## src/rtl/spi_duty_receiver_if.sv

```systemverilog
// SPI bus bundle between the board Master and the duty-cycle receiver.
// Signals:
//   sclk - SPI clock, driven by the master
//   cs_n - chip select, active low, driven by the master
//   mosi - master-to-slave data, MSB first
//   miso - slave-to-master data, MSB first (no tristate; board ORs slaves)
interface spi_duty_receiver_if;
  logic sclk;
  logic cs_n;
  logic mosi;
  logic miso;

  modport master (output sclk, output cs_n, output mosi, input miso);
  modport slave  (input sclk, input cs_n, input mosi, output miso);
endinterface

```

## src/rtl/spi_duty_receiver.sv

```systemverilog
// SPI mode-0 slave that receives 8-bit command frames and holds the 4-bit
// duty_cycle value feeding the PWM generator. All SPI pins are oversampled
// in the clk domain; a status byte {duty_cycle, 3'b000, err_flag} is shifted
// back on miso during every frame.
// Ports:
//   clk        - system clock (sclk must be at most clk/8)
//   rst_n      - asynchronous active-low reset
//   spi        - SPI bus (slave modport): sclk, cs_n, mosi in; miso out
//   duty_cycle - registered duty value, changes only when a frame commits
//   duty_valid - one-clk pulse in the cycle a write frame commits
//   frame_err  - one-clk pulse in the cycle a frame is rejected
module spi_duty_receiver #(
  parameter int          SYNC_STAGES = 2,     // 2 or 3
  parameter logic [3:0]  WRITE_CMD   = 4'hA,
  parameter logic [3:0]  READ_CMD    = 4'h5,
  parameter logic [3:0]  RESET_DUTY  = 4'h0
) (
  input  logic                 clk,
  input  logic                 rst_n,
  spi_duty_receiver_if.slave   spi,
  output logic [3:0]           duty_cycle,
  output logic                 duty_valid,
  output logic                 frame_err
);

  typedef enum logic [1:0] {IDLE, SHIFT, COMMIT} state_t;

  // Bit order of the synchronizer bundle: {mosi, cs_n, sclk}.
  // cs_n idles high so its chain resets to 1.
  localparam logic [2:0] SYNC_RST = 3'b010;

  logic [2:0] pin_async;
  logic [2:0] pin_sync;

  assign pin_async = {spi.mosi, spi.cs_n, spi.sclk};

  genvar gi;
  generate
    for (gi = 0; gi < 3; gi++) begin : g_sync
      logic [SYNC_STAGES-1:0] chain_reg;

      always_ff @(posedge clk or negedge rst_n) begin
        if (!rst_n) begin
          chain_reg <= {SYNC_STAGES{SYNC_RST[gi]}};
        end else begin
          chain_reg <= {chain_reg[SYNC_STAGES-2:0], pin_async[gi]};
        end
      end

      assign pin_sync[gi] = chain_reg[SYNC_STAGES-1];
    end
  endgenerate

  logic sclk_sync, cs_sync, mosi_sync;
  logic sclk_dly_reg, cs_dly_reg;
  logic sclk_rise, sclk_fall, cs_rise;

  assign sclk_sync = pin_sync[0];
  assign cs_sync   = pin_sync[1];
  assign mosi_sync = pin_sync[2];

  always_ff @(posedge clk or negedge rst_n) begin
    if (!rst_n) begin
      sclk_dly_reg <= 1'b0;
      cs_dly_reg   <= 1'b1;
    end else begin
      sclk_dly_reg <= sclk_sync;
      cs_dly_reg   <= cs_sync;
    end
  end

  assign sclk_rise = sclk_sync & ~sclk_dly_reg;
  assign sclk_fall = ~sclk_sync & sclk_dly_reg;
  assign cs_rise   = cs_sync & ~cs_dly_reg;

  state_t     state_reg, state_next;
  logic [3:0] bit_cnt_reg;
  logic [7:0] rx_shift_reg;
  logic [7:0] tx_shift_reg;
  logic [3:0] duty_reg;
  logic       err_flag_reg;

  always_ff @(posedge clk or negedge rst_n) begin
    if (!rst_n) begin
      state_reg <= IDLE;
    end else begin
      state_reg <= state_next;
    end
  end

  // Next state plus the commit decode. The pulses are decoded from the
  // frame registers while in COMMIT, so they last exactly that one cycle.
  always_comb begin
    state_next = state_reg;
    duty_valid = 1'b0;
    frame_err  = 1'b0;
    case (state_reg)
      IDLE: begin
        // Level check rather than edge: a falling cs_n that landed while
        // COMMIT was busy still starts the next frame here.
        if (!cs_sync) begin
          state_next = SHIFT;
        end
      end
      SHIFT: begin
        if (cs_rise) begin
          state_next = COMMIT;
        end
      end
      COMMIT: begin
        state_next = IDLE;
        if (bit_cnt_reg == 4'd8 && rx_shift_reg[7:4] == WRITE_CMD) begin
          duty_valid = 1'b1;
        end else if (bit_cnt_reg == 4'd8 && rx_shift_reg[7:4] == READ_CMD) begin
          duty_valid = 1'b0;
        end else begin
          frame_err = 1'b1;
        end
      end
      default: begin
        state_next = IDLE;
      end
    endcase
  end

  always_ff @(posedge clk or negedge rst_n) begin
    if (!rst_n) begin
      bit_cnt_reg  <= 4'd0;
      rx_shift_reg <= 8'd0;
      tx_shift_reg <= 8'd0;
      duty_reg     <= RESET_DUTY;
      err_flag_reg <= 1'b0;
    end else begin
      case (state_reg)
        IDLE: begin
          if (!cs_sync) begin
            bit_cnt_reg  <= 4'd0;
            rx_shift_reg <= 8'd0;
            tx_shift_reg <= {duty_reg, 3'b000, err_flag_reg};
          end
        end
        SHIFT: begin
          // A sample that coincides with cs_rise is still taken here, in
          // the same edge that moves the FSM into COMMIT.
          if (sclk_rise) begin
            rx_shift_reg <= {rx_shift_reg[6:0], mosi_sync};
            if (bit_cnt_reg != 4'd9) begin
              bit_cnt_reg <= bit_cnt_reg + 4'd1;
            end
          end
          // Bit 7 is presented at frame start; only falls after bits 1..7
          // advance the status byte, so the 8th fall leaves it alone.
          if (sclk_fall && bit_cnt_reg >= 4'd1 && bit_cnt_reg <= 4'd7) begin
            tx_shift_reg <= {tx_shift_reg[6:0], 1'b0};
          end
        end
        COMMIT: begin
          if (duty_valid) begin
            duty_reg     <= rx_shift_reg[3:0];
            err_flag_reg <= 1'b0;
          end else if (frame_err) begin
            err_flag_reg <= 1'b1;
          end else begin
            err_flag_reg <= 1'b0;
          end
        end
        default: begin
        end
      endcase
    end
  end

  // miso follows the status MSB only inside a frame and is 0 otherwise.
  assign spi.miso   = (state_reg == SHIFT) ? tx_shift_reg[7] : 1'b0;
  assign duty_cycle = duty_reg;

endmodule

```

## src/flat_wrapper.sv

```systemverilog
// flat-port wrapper written by rule: the top's interface ports become plain ports
module spi_duty_receiver_flat 
#(
  parameter int          SYNC_STAGES = 2,              
  parameter logic [3:0]  WRITE_CMD   = 4'hA,
  parameter logic [3:0]  READ_CMD    = 4'h5,
  parameter logic [3:0]  RESET_DUTY  = 4'h0
)
  (clk, rst_n, duty_cycle, duty_valid, frame_err, spi_sclk, spi_cs_n, spi_mosi, spi_miso);
  spi_duty_receiver_if spi_i ();
  input  logic clk;
  input  logic rst_n;
  output logic [3:0] duty_cycle;
  output logic duty_valid;
  output logic frame_err;
  input wire logic [$bits(spi_i.sclk)-1:0] spi_sclk;
  input wire logic [$bits(spi_i.cs_n)-1:0] spi_cs_n;
  input wire logic [$bits(spi_i.mosi)-1:0] spi_mosi;
  output wire logic [$bits(spi_i.miso)-1:0] spi_miso;
  assign spi_i.sclk = spi_sclk;
  assign spi_i.cs_n = spi_cs_n;
  assign spi_i.mosi = spi_mosi;
  assign spi_miso = spi_i.miso;
  spi_duty_receiver #(.SYNC_STAGES(SYNC_STAGES), .WRITE_CMD(WRITE_CMD), .READ_CMD(READ_CMD), .RESET_DUTY(RESET_DUTY)) u_core (.clk(clk), .rst_n(rst_n), .spi(spi_i), .duty_cycle(duty_cycle), .duty_valid(duty_valid), .frame_err(frame_err));
endmodule
```

## config.mk

```make
export PLATFORM = sky130hd
export DESIGN_NAME = spi_duty_receiver_flat
export DESIGN_NICKNAME = d
export VERILOG_FILES = /design/src/rtl/spi_duty_receiver_if.sv /design/src/rtl/spi_duty_receiver.sv /design/src/flat_wrapper.sv
export SDC_FILE = /design/constraint.sdc
export NUM_CORES = 1
export LEC_CHECK = 0
export CAP_MARGIN = 40
export CORE_ASPECT_RATIO = 0.8
export CORE_MARGIN = 3
export CORE_UTILIZATION = 45
export CTS_CLUSTER_DIAMETER = 40
export CTS_CLUSTER_SIZE = 14
export DETAILED_ROUTE_END_ITERATION = 12
export PLACE_DENSITY = 0.62
export SLEW_MARGIN = 10
export SYNTH_ARGS = -nofsm -noshare
export SYNTH_HDL_FRONTEND = slang
export SYNTH_SLANG_ARGS = --single-unit
```

## constraint.sdc

```tcl
create_clock -name clk -period 2.6 [get_ports clk]
set_clock_uncertainty 0.05 [all_clocks]
set_input_delay 0.39 -clock clk [delete_from_list [all_inputs] [get_ports clk]]
set_output_delay 0.39 -clock clk [all_outputs]
set_load 0.02 [all_outputs]
```

Word-level counts from Yosys, hierarchy flattened
Cells that the tools add are included.
{"block": "word_totals", "inputBits": 5, "regBits": 35, "elab_cells": 63}
{"block": "classes", "bitwise": 6, "order_cmp": 2, "n_eq_ne": 11, "n_addsub": 1, "n_reduce_logical": 11, "mux": 21}
{"operator": "$mux W8", "count": 4}
{"operator": "$pmux W8 S2", "count": 2}
{"operator": "$mux W4", "count": 3}
{"operator": "$eq A4 B4 Y1 const B", "count": 2}
{"operator": "$mux W1", "count": 8}
{"operator": "$ne A2 B1 Y1 const B", "count": 4}
{"operator": "$pmux W4 S2", "count": 1}
{"operator": "$reduce_and A3 Y1", "count": 2}
{"operator": "$add A4 B1 Y4 const B", "count": 1}
{"operator": "$eq A4 B3 Y1 const B", "count": 1}
{"operator": "$ge A4 B1 Y1 const B", "count": 1}
{"operator": "$le A4 B3 Y1 const B", "count": 1}
{"operator": "$logic_and A1 B1 Y1", "count": 4}
{"operator": "$mux W2", "count": 2}
{"operator": "$ne A4 B4 Y1 const B", "count": 1}
{"operator": "$pmux W2 S2", "count": 1}
{"operator": "$reduce_and A2 Y1", "count": 2}
{"operator": "$reduce_and A4 Y1", "count": 1}
{"operator": "$and A1 B1 Y1", "count": 3}
{"operator": "$not A1 Y1", "count": 3}
{"operator": "$eq A2 B1 Y1 const B", "count": 1}
{"operator": "$eq A2 B2 Y1 const B", "count": 1}
{"operator": "$logic_not A2 Y1", "count": 1}
{"operator": "$ne A2 B2 Y1 const B", "count": 1}
{"operator": "$reduce_bool A2 Y1", "count": 1}

Longest topological paths before layout
Gate-level depths: netlist of the first run.
{"block": "logic_depth", "depth_word": 7, "mapped_depth": 6, "depth_no_buf": 5}

Least setup slack after synthesis of the first run
No wires, ideal clock.
{"block": "synth_path", "path_kind": "register -> output", "startpoint": "register u_core.bit_cnt_reg[0]", "endpoint": "output port duty_valid", "arrival_time_ns": 1.310, "slack_ns": 0.850, "stages_incl_launch_ff": 7, "n_path_buf": 1, "path_cell_list": "dfrtp_1 > inv_1 > ha_1 > nand3b_1 > or3_1 > clkbuf_1 > inv_1"}
{"block": "synth_via", "elab_chain_cells": 4}
{"item": "from (decl)", "line_no": "spi_duty_receiver.sv:77", "rtl": "logic [3:0] bit_cnt_reg;"}
{"item": "from (signal assigned)", "line_no": "spi_duty_receiver.sv:148", "rtl": "bit_cnt_reg <= bit_cnt_reg + 4'd1;"}
{"item": "$eq A4 B4 Y1", "line_no": "spi_duty_receiver.sv:112", "rtl": "if (bit_cnt_reg == 4'd8 && rx_shift_reg[7:4] == WRITE_CMD) begin"}
{"item": "$logic_and A1 B1 Y1", "line_no": "spi_duty_receiver.sv:112"}
{"item": "$mux W1", "line_no": "spi_duty_receiver.sv:112"}
{"item": "$mux W1", "line_no": "spi_duty_receiver.sv:97", "rtl": "case (state_reg)"}
{"item": "to (decl)", "line_no": "flat_wrapper.sv:14", "rtl": "output logic duty_valid;"}
Every way passes these cells.

Final worst setup path of the first run
Same ends and word-level chain as after synthesis.

==> results of run 1 <==
worst max-delay path: cells and delay by family (launching register included):
family / cells / cell delay [ps]
simple gates: 2 / 510
flops: 1 / 410
fa+ha+maj: 1 / 160
buf+inv: 3 / 510
through the flow:
stage          total power, W  utilization  hold WS (ps)  instances
3_3_place_gp         0.000944        0.530           284        184
3_5_place_dp         0.000959        0.530           291        184
4_1_cts               0.00139        0.561           306        192
6_report              0.00137        0.561           303        192
5_1_grt               0.00147        0.561           311        192
2_1_floorplan        0.000877            -          44.4        137
worst max path at each step:
stage	from	to	cells past startpoint
after floorplan	u_core.bit_cnt_reg[0]	duty_valid	6
after global placement	u_core.bit_cnt_reg[0]	duty_valid	6
after detailed placement	u_core.bit_cnt_reg[0]	duty_valid	6
after CTS	u_core.bit_cnt_reg[0]	duty_valid	6
after global routing	u_core.bit_cnt_reg[0]	duty_valid	6
final	u_core.bit_cnt_reg[0]	duty_valid	6
cell type report:
| cell class | instances | area, um2 | area share |
|---|---|---|---|
| well taps | 40 | 50.0 | 0.0281 |
| inverters | 4 | 15.0 | 0.00843 |
| repair buffers | 14 | 131 | 0.0737 |
| clock buffers | 8 | 100 | 0.0562 |
| multi-input cells | 91 | 606 | 0.340 |
| flip-flops and latches | 35 | 880 | 0.494 |
cell usage in the layout (no fill, tap or decap), types with 4 or more instances in the layout:
cell type,instances
inv_1,4
o21ai_0,10
mux2_2,4
nor2_1,6
clkbuf_8,7
a22oi_1,4
mux2i_1,9
clkdlybuf4s50_1,10
nand2_1,19
nand3_1,9
dfrtp_1,32
power groups by stage:
stage	Combinational [W]	Sequential, W	Clock, W
final	0.000258	0.000688	0.000420
after global routing	0.000300	0.000702	0.000467
after CTS	0.000262	0.000687	0.000437
after detailed placement	0.000261	0.000697	0
after global placement	0.000252	0.000691	0
after floorplan	0.000198	0.000679	0
kinds of logic (layout without fill, tap and decap cells):
group | count (synthesis) | after routing | share of synthesized area
AND/OR/NAND/NOR | 54 | 54 | 0.192
flip-flops | 35 | 35 | 0.571
AO/OA/AOI/OAI | 21 | 21 | 0.0893
multiplexers | 13 | 13 | 0.0877
buffers and inverters | 11 | 26 | 0.0365
adder cells (fa/ha/maj) | 3 | 3 | 0.0244
per-layer routing:
layer / GRT usage / wire [um] / share of wire
met5: 0 / 0 / 0
met4: 0.0483 / 35 / 0.012
met3: 0.0717 / 152 / 0.053
met2: 0.246 / 1350 / 0.47
met1: 0.220 / 1320 / 0.46
==> impl_metrics.py, run 1 <==
metrics = {
    "outcome": {
        "status": "complete, no violations",
    },
    "global_route": {
        "grt_max_degree": 36,
        "grt_overflow_total": 0,
        "track_usage": 0.165,
        "grt_pass1_wl_mm": 5.15,
        "grt_pass1_vias": 1085,
        "antenna_found_initial": 0,
    },
    "sta": {
        "post-route-period-util": 0.892,
        "final-setup-viol-count": 0,
        "rsz0062_at_grt": "false",
        "tightestPinTransition_ps": 626,
        "min_period_ps": 2320,
        "finalWorstSetupSlack_ps": 280,
        "relSlewSlack": 0.583,
        "max_freq_ghz": 0.431,
        "drv_slew": 0,
        "hold_violations": 0,
        "setup_tns_ps": 0,
    },
    "worst_setup_path": {
        "arrival_ps": 1880,
        "startpoint_type": "flop",
        "crit_chain": "inv_1 -> ha_1 -> nand3b_1 -> or3_1 -> inv_1 -> dlygate4sd2_1",
        "rr_startpoint": "u_core.state_reg[1]",
        "r2r-end": "u_core.tx_shift_reg[0]",
        "reg2reg_slack_ps": 740,
        "critPathSlowestCell": "or3_1",
        "required_ps": 2160,
        "critPathCaptureType": "output pin",
        "r2r_cells": 3,
        "crit_top_cell": "inv_1",
        "critPathKind": "reg2out",
        "critPathMaxFanout": 5,
        "crit_path_max_incr_delay_ps": 420,
    },
    "synth": {
        "yosysTopAreaCell": "dfrtp_1",
        "avgSynthCellArea_um2": 11.3,
        "synth-edff-count": 0,
        "yosys.cell_count.top_type": "dfrtp_1",
        "ys_seq_area_frac": 0.571,
        "synth_nets": 145,
        "netlist_area_um2": 1540,
        "yosysWarnings": 0,
        "ys.flop_type": "dfrtp_1",
        "synthCells": 137,
        "ys_ff_latch": 35,
        "synthTopCellsByArea": "dfrtp_1 52%, mux2i_1 5.8%, dfstp_2 5.1%",
        "yosys.area.top_type_share": 0.519,
        "netlist_top_cells_count": "32 x dfrtp_1, 19 x nand2_1, 10 x o21ai_0",
        "synth.distinct_cells": 30,
        "async_reset_ff_frac": 1.00,
    },
    "placement": {
        "globalplace.congestion": 0.751,
        "place_area_um2": 1680,
        "numPortBuffers": 11,
        "hpwl_mm": 1.98,
        "place_ws_ps": 294,
    },
    "power_and_ir_drop": {
        "ir_worst_vdd_uv": 440,
        "p_int_w": 0.000985,
        "seq_power_share": 0.504,
        "p_sw_w": 0.000381,
        "p_clk_frac": 0.308,
        "pwr-share-comb": 0.189,
        "swShare": 0.279,
        "p_leak_nw": 0.811,
        "p_per_area_nw_per_um2": 766,
    },
    "cts": {
        "postCtsSetupBuffers": 0,
        "path_clk_slew_ps": 60,
        "insertion_delay_ps": 280,
        "cts_tree": "built",
        "htreeDepth": 2,
        "root_buffer": "clkbuf_8",
        "clock_path_buffers": 2,
        "cts_hold_buf": 0,
        "cts_buffers": 5,
        "clock_sinks": 35,
        "cts_resized": 1,
    },
    "detailed_routing": {
        "drt-vias-per-instance": 5.52,
        "ant_nets": 0,
        "vias": 1059,
        "first_iter_violations": 70,
        "avgRoutedWirePerCell_um": 14.9,
        "drc": 0,
        "routed_wl_mm": 2.86,
        "dr.pass1.iters": 4,
    },
    "final_layout": {
        "layout-drive-gt1-share": 0.125,
        "finalInstanceArea_um2": 1780,
        "nets": 159,
        "antennaDiodeCount": 0,
        "n_fill_cell": 264,
        "syn_to_final_growth_pct": 15.6,
    },
    "floorplan": {
        "ioPinCount": 12,
        "die_area_um2": 4170,
        "core_area_um2": 3180,
        "rows": 18,
        "fp.dieH_um": 58.4,
        "die_w_um": 71.4,
        "start_util": 0.485,
    },
    "hold_path": {
        "min_path_type": "reg2reg",
        "min_from": "u_core.g_sync[0].chain_reg[0]",
        "holdPathStages": 0,
        "hold_end": "u_core.g_sync[0].chain_reg[1]",
    },
    "run": {
        "cap_violations": 0,
    },
}
(Power assumes the default switching activity.)
==> run 2, diff against run 1 <==
PLACE_DENSITY = 0.72   (was 0.62)
TNS_END_PERCENT = 20   (was unset)
==> impl_metrics.py, run 2 (synthesis gave the netlist of run 1 again) <==
metrics = {
    "outcome": {
        "status": "complete, no violations",
    },
    "power_and_ir_drop": {
        "swShare": 0.285,
        "fin_total_pwr_w": 0.00144,
        "pwr-share-comb": 0.179,
        "p_int_w": 0.00103,
        "p_leak_nw": 0.818,
        "ir_worst_vdd_uv": 361,
        "p_sw_w": 0.000411,
        "p_clk_frac": 0.346,
        "p_per_area_nw_per_um2": 803,
        "seq_power_share": 0.475,
    },
    "sta": {
        "rsz0062_at_grt": "false",
        "tightestPinTransition_ps": 603,
        "relSlewSlack": 0.598,
        "setup_tns_ps": 0,
        "final-setup-viol-count": 0,
        "post-route-period-util": 0.905,
        "max_freq_ghz": 0.425,
        "drv_slew": 0,
        "hold_violations": 0,
        "min_period_ps": 2350,
    },
    "cts": {
        "clock_sinks": 35,
        "cts_tree": "built",
        "root_buffer": "clkbuf_8",
        "path_clk_slew_ps": 70,
        "cts_buffers": 5,
        "insertion_delay_ps": 300,
        "htreeDepth": 2,
        "clock_path_buffers": 2,
    },
    "floorplan": {
        "core_area_um2": 3180,
        "die_w_um": 71.4,
        "die_area_um2": 4170,
        "rows": 18,
        "fp.dieH_um": 58.4,
        "start_util": 0.485,
        "ioPinCount": 12,
    },
    "worst_setup_path": {
        "critPathBufInv": 3,
        "critPathMaxFanout": 5,
        "crit_chain": "inv_1 -> ha_1 -> nand3b_1 -> or3_1 -> inv_1 -> dlygate4sd2_1",
        "crit_path_max_incr_delay_ps": 420,
        "critPathCaptureType": "output pin",
        "startpoint_type": "flop",
        "crit_top_cell": "inv_1",
        "required_ps": 2160,
        "critPathSlowestCell": "dfrtp_1",
        "arrival_ps": 1910,
        "cp_top_family": "buffers and inverters",
        "critPathKind": "reg2out",
    },
    "global_route": {
        "grt_pass1_wl_mm": 4.95,
        "grt_pass1_vias": 1028,
        "track_usage": 0.159,
        "grt_max_degree": 36,
        "antenna_found_initial": 0,
        "grt_overflow_total": 0,
    },
    "detailed_routing": {
        "first_iter_violations": 53,
        "vias": 1042,
        "routed_wl_mm": 2.80,
        "dr.pass1.iters": 4,
        "ant_nets": 0,
        "drc": 0,
        "drt-vias-per-instance": 5.43,
        "avgRoutedWirePerCell_um": 14.6,
    },
    "final_layout": {
        "syn_to_final_growth_pct": 16.6,
        "layout-drive-gt1-share": 0.132,
        "mostFrequentLayoutCells": "32 x dfrtp_1, 19 x nand2_1, 10 x o21ai_0, 10 x clkdlybuf4s50_1",
        "final_common_cell": "dfrtp_1",
        "nets": 159,
        "antennaDiodeCount": 0,
    },
    "hold_path": {
        "min_path_type": "reg2reg",
    },
    "run": {
        "cap_violations": 0,
    },
    "placement": {
        "numPortBuffers": 11,
        "globalplace.congestion": 0.808,
        "hpwl_mm": 1.90,
    },
}
## run 2: cell types whose count changed in the layout (fill, tap and decap cells not counted), sizes merged
| cell | change |
|---|---|
| clkbuf | -3 |
| bufinv | +1 |
| clkinv | +1 |
| inv | +1 |
## run 2: metal layers
metal,vias up,part of all wire,track usage
li1,504,-,-
met1,512,0.51,0.226
met2,20,0.43,0.219
met3,6,0.038,0.0512
met4,0,0.021,0.0804
met5,-,0,0
## run 2: cell type report
class | instances | area (um2)
flip-flops and latches | 35 | 880
well taps | 40 | 50.0
clock buffers | 5 | 68.8
multi-input cells | 91 | 606
repair buffers | 14 | 131
clock inverters | 3 | 47.5
fillers | 261 | 1380
inverters | 4 | 15.0
## run 2: worst paths after layout
kind                                          startpoint                            end  slack, ps  cells after the start
setup / recovery                   u_core.bit_cnt_reg[0]                     duty_valid        250                      6
hold / removal             u_core.g_sync[0].chain_reg[0]  u_core.g_sync[0].chain_reg[1]        300                      0
setup reg to reg                     u_core.state_reg[1]         u_core.tx_shift_reg[0]        700                      3
hold reg to reg            u_core.g_sync[0].chain_reg[0]  u_core.g_sync[0].chain_reg[1]        300                      0
max in group asynchronous                          rst_n              u_core.cs_dly_reg       1700                      2
min in group asynchronous                          rst_n         u_core.rx_shift_reg[4]        450                      2
## run 2: stage by stage
stage               utilization  std cells  setup WS, ps  hold slack, ps  cell area, um2
floorplan                     -        137           850            44.4            1540
global placement          0.530        184           343             286            1680
detailed placement        0.530        184           285             285            1680
CTS                       0.566        192           229             301            1800
global route              0.566        192           142             315            1800
finish                    0.566        192           246             300            1800
## run 2: worst reg2reg max path, cell delays in order, from the launching register on
cell and delay, ps:
dfrtp_1 460, nand2b_1 360, or4_4 670, a31o_1 260
## run 2: power groups by stage
stage / sequential, W / clock, W / combinational, W
floorplan: 0.000679 / 0 / 0.000198
global placement: 0.000690 / 0 / 0.000250
detailed placement: 0.000696 / 0 / 0.000258
CTS: 0.000686 / 0.000514 / 0.000260
global route: 0.000700 / 0.000532 / 0.000298
finish: 0.000686 / 0.000500 / 0.000258
## run 2: repair_timing
| item | 4_1_cts | 5_1_grt |
|---|---|---|
| buffers inserted | 0 | 0 |
| hold buffers | 0 | 0 |
| resized for setup | 1 | 0 |
| setup endpoints to repair | 1 | 0 |
| endpoints found under the hold margin | 0 | 0 |
==> run 3, diff against run 2 <==
CAP_MARGIN = unset   (was 40)
PLACE_DENSITY = unset   (was 0.72)
PLACE_DENSITY_LB_ADDON = 0.1   (was unset)
==> impl_metrics.py, run 3 (synthesis gave the netlist of run 1 again) <==
metrics = {
    "outcome": {
        "status": "complete, no violations",
    },
    "detailed_routing": {
        "dr.pass1.iters": 5,
        "drt-vias-per-instance": 5.39,
        "first_iter_violations": 109,
        "routed_wl_mm": 2.75,
        "drc": 0,
        "vias": 1035,
        "ant_nets": 0,
        "avgRoutedWirePerCell_um": 14.3,
    },
    "power_and_ir_drop": {
        "ir_worst_vdd_uv": 336,
        "p_per_area_nw_per_um2": 743,
        "p_leak_nw": 0.802,
        "fin_total_pwr_w": 0.00131,
    },
    "worst_setup_path": {
        "critPathCaptureType": "output pin",
        "crit_path_max_incr_delay_ps": 440,
        "critPathBufInv": 3,
        "crit_chain": "inv_1 -> ha_1 -> nand3b_1 -> or3_1 -> inv_1 -> dlygate4sd2_1",
        "critPathKind": "reg2out",
        "required_ps": 2160,
        "critPathMaxFanout": 5,
        "cp_top_family": "simple AND/OR/NAND/NOR gates",
        "startpoint_type": "flop",
        "arrival_ps": 1890,
        "critPathSlowestCell": "or3_1",
        "crit_top_cell": "inv_1",
    },
    "final_layout": {
        "syn_to_final_growth_pct": 14.4,
        "antennaDiodeCount": 0,
        "mostFrequentLayoutCells": "32 x dfrtp_1, 19 x nand2_1, 10 x o21ai_0, 10 x clkdlybuf4s50_1",
        "nets": 159,
        "layout-drive-gt1-share": 0.118,
        "final_common_cell": "dfrtp_1",
    },
    "cts": {
        "cts_buffers": 5,
        "clock_sinks": 35,
        "htreeDepth": 2,
        "clock_path_buffers": 2,
        "insertion_delay_ps": 280,
        "postCtsSetupBuffers": 0,
        "cts_tree": "built",
        "root_buffer": "clkbuf_8",
        "path_clk_slew_ps": 60,
    },
    "global_route": {
        "grt_max_degree": 36,
        "grt_pass1_wl_mm": 4.62,
        "antenna_found_initial": 0,
        "track_usage": 0.147,
        "grt_pass1_vias": 949,
        "grt_overflow_total": 0,
    },
    "run": {
        "cap_violations": 0,
    },
    "floorplan": {
        "die_area_um2": 4170,
        "rows": 18,
        "start_util": 0.485,
        "fp.dieH_um": 58.4,
        "ioPinCount": 12,
        "die_w_um": 71.4,
        "core_area_um2": 3180,
    },
    "sta": {
        "min_period_ps": 2330,
        "post-route-period-util": 0.897,
        "final-setup-viol-count": 0,
        "drv_slew": 0,
        "setup_tns_ps": 0,
        "relSlewSlack": 0.616,
        "rsz0062_at_grt": "false",
        "hold_violations": 0,
        "tightestPinTransition_ps": 576,
        "max_freq_ghz": 0.429,
    },
    "hold_path": {
        "min_path_type": "reg2reg",
    },
    "placement": {
        "numPortBuffers": 11,
        "globalplace.congestion": 0.820,
        "hpwl_mm": 1.90,
    },
}
==> run 3: changes by cell type in the layout (fill, tap and decap cells not counted) <==
cell / previous run / this run
clkbuf_1: 0 / 2
bufinv_16: 1 / 0
clkinv_2: 0 / 1
clkinv_4: 1 / 0
inv_6: 1 / 0
==> run 3: what timing repair did <==
item                                    CTS  global route
gates resized for setup                   1             0
hold buffers                              0             0
endpoints found under the setup margin    1             0
==> run 3: area by class of cell <==
class                   count  area, um2
fillers                   278       1410
clock inverters             1       5.00
flip-flops and latches     35        880
inverters                   4       15.0
well taps                  40       50.0
clock buffers               7       76.3
repair buffers             14        131
multi-input cells          91        606
==> run 3: stage by stage <==
step | util | area (um2) | std cells | setup WS, ps | hold WS (ps)
finish | 0.555 | 1760 | 192 | 268 | 300
global route | 0.555 | 1760 | 192 | 169 | 303
CTS | 0.555 | 1760 | 192 | 255 | 299
detailed placement | 0.530 | 1680 | 184 | 294 | 286
global placement | 0.530 | 1680 | 184 | 315 | 284
floorplan | - | 1540 | 137 | 850 | 44.4
==> run 3: final timing paths <==
path | from | cells past startpoint | slack, ps | to
worst max-delay path | u_core.bit_cnt_reg[0] | 6 | 270 | duty_valid
worst min-delay path | u_core.g_sync[2].chain_reg[0] | 0 | 300 | u_core.g_sync[2].chain_reg[1]
worst max register to register | u_core.state_reg[1] | 3 | 700 | u_core.tx_shift_reg[0]
worst min register to register | u_core.g_sync[2].chain_reg[0] | 0 | 300 | u_core.g_sync[2].chain_reg[1]
max in group asynchronous | rst_n | 2 | 1690 | u_core.g_sync[1].chain_reg[0]
min in group asynchronous | rst_n | 2 | 460 | u_core.tx_shift_reg[3]
==> run 3: worst reg2reg max path: stages, from the launching register on <==
cell	delay (ps)
dfrtp_1	450
nand2b_1	370
or4_4	670
a31o_1	250
==> run 3: report_power, final <==
group          total (W)  leakage [nW]  internal, W  switching, W
Sequential      0.000685         0.447     0.000628     0.0000570
Clock           0.000366        0.0422     0.000188      0.000178
Combinational   0.000259         0.312     0.000116      0.000143
==> run 3: routing by layer <==
metal  global-route usage  vias up  share of wire
met3               0.0478        2          0.036
met5                    0        -              0
li1                     -      503              -
met2                0.204       14           0.41
met1                0.211      516           0.54
met4               0.0643        0          0.010
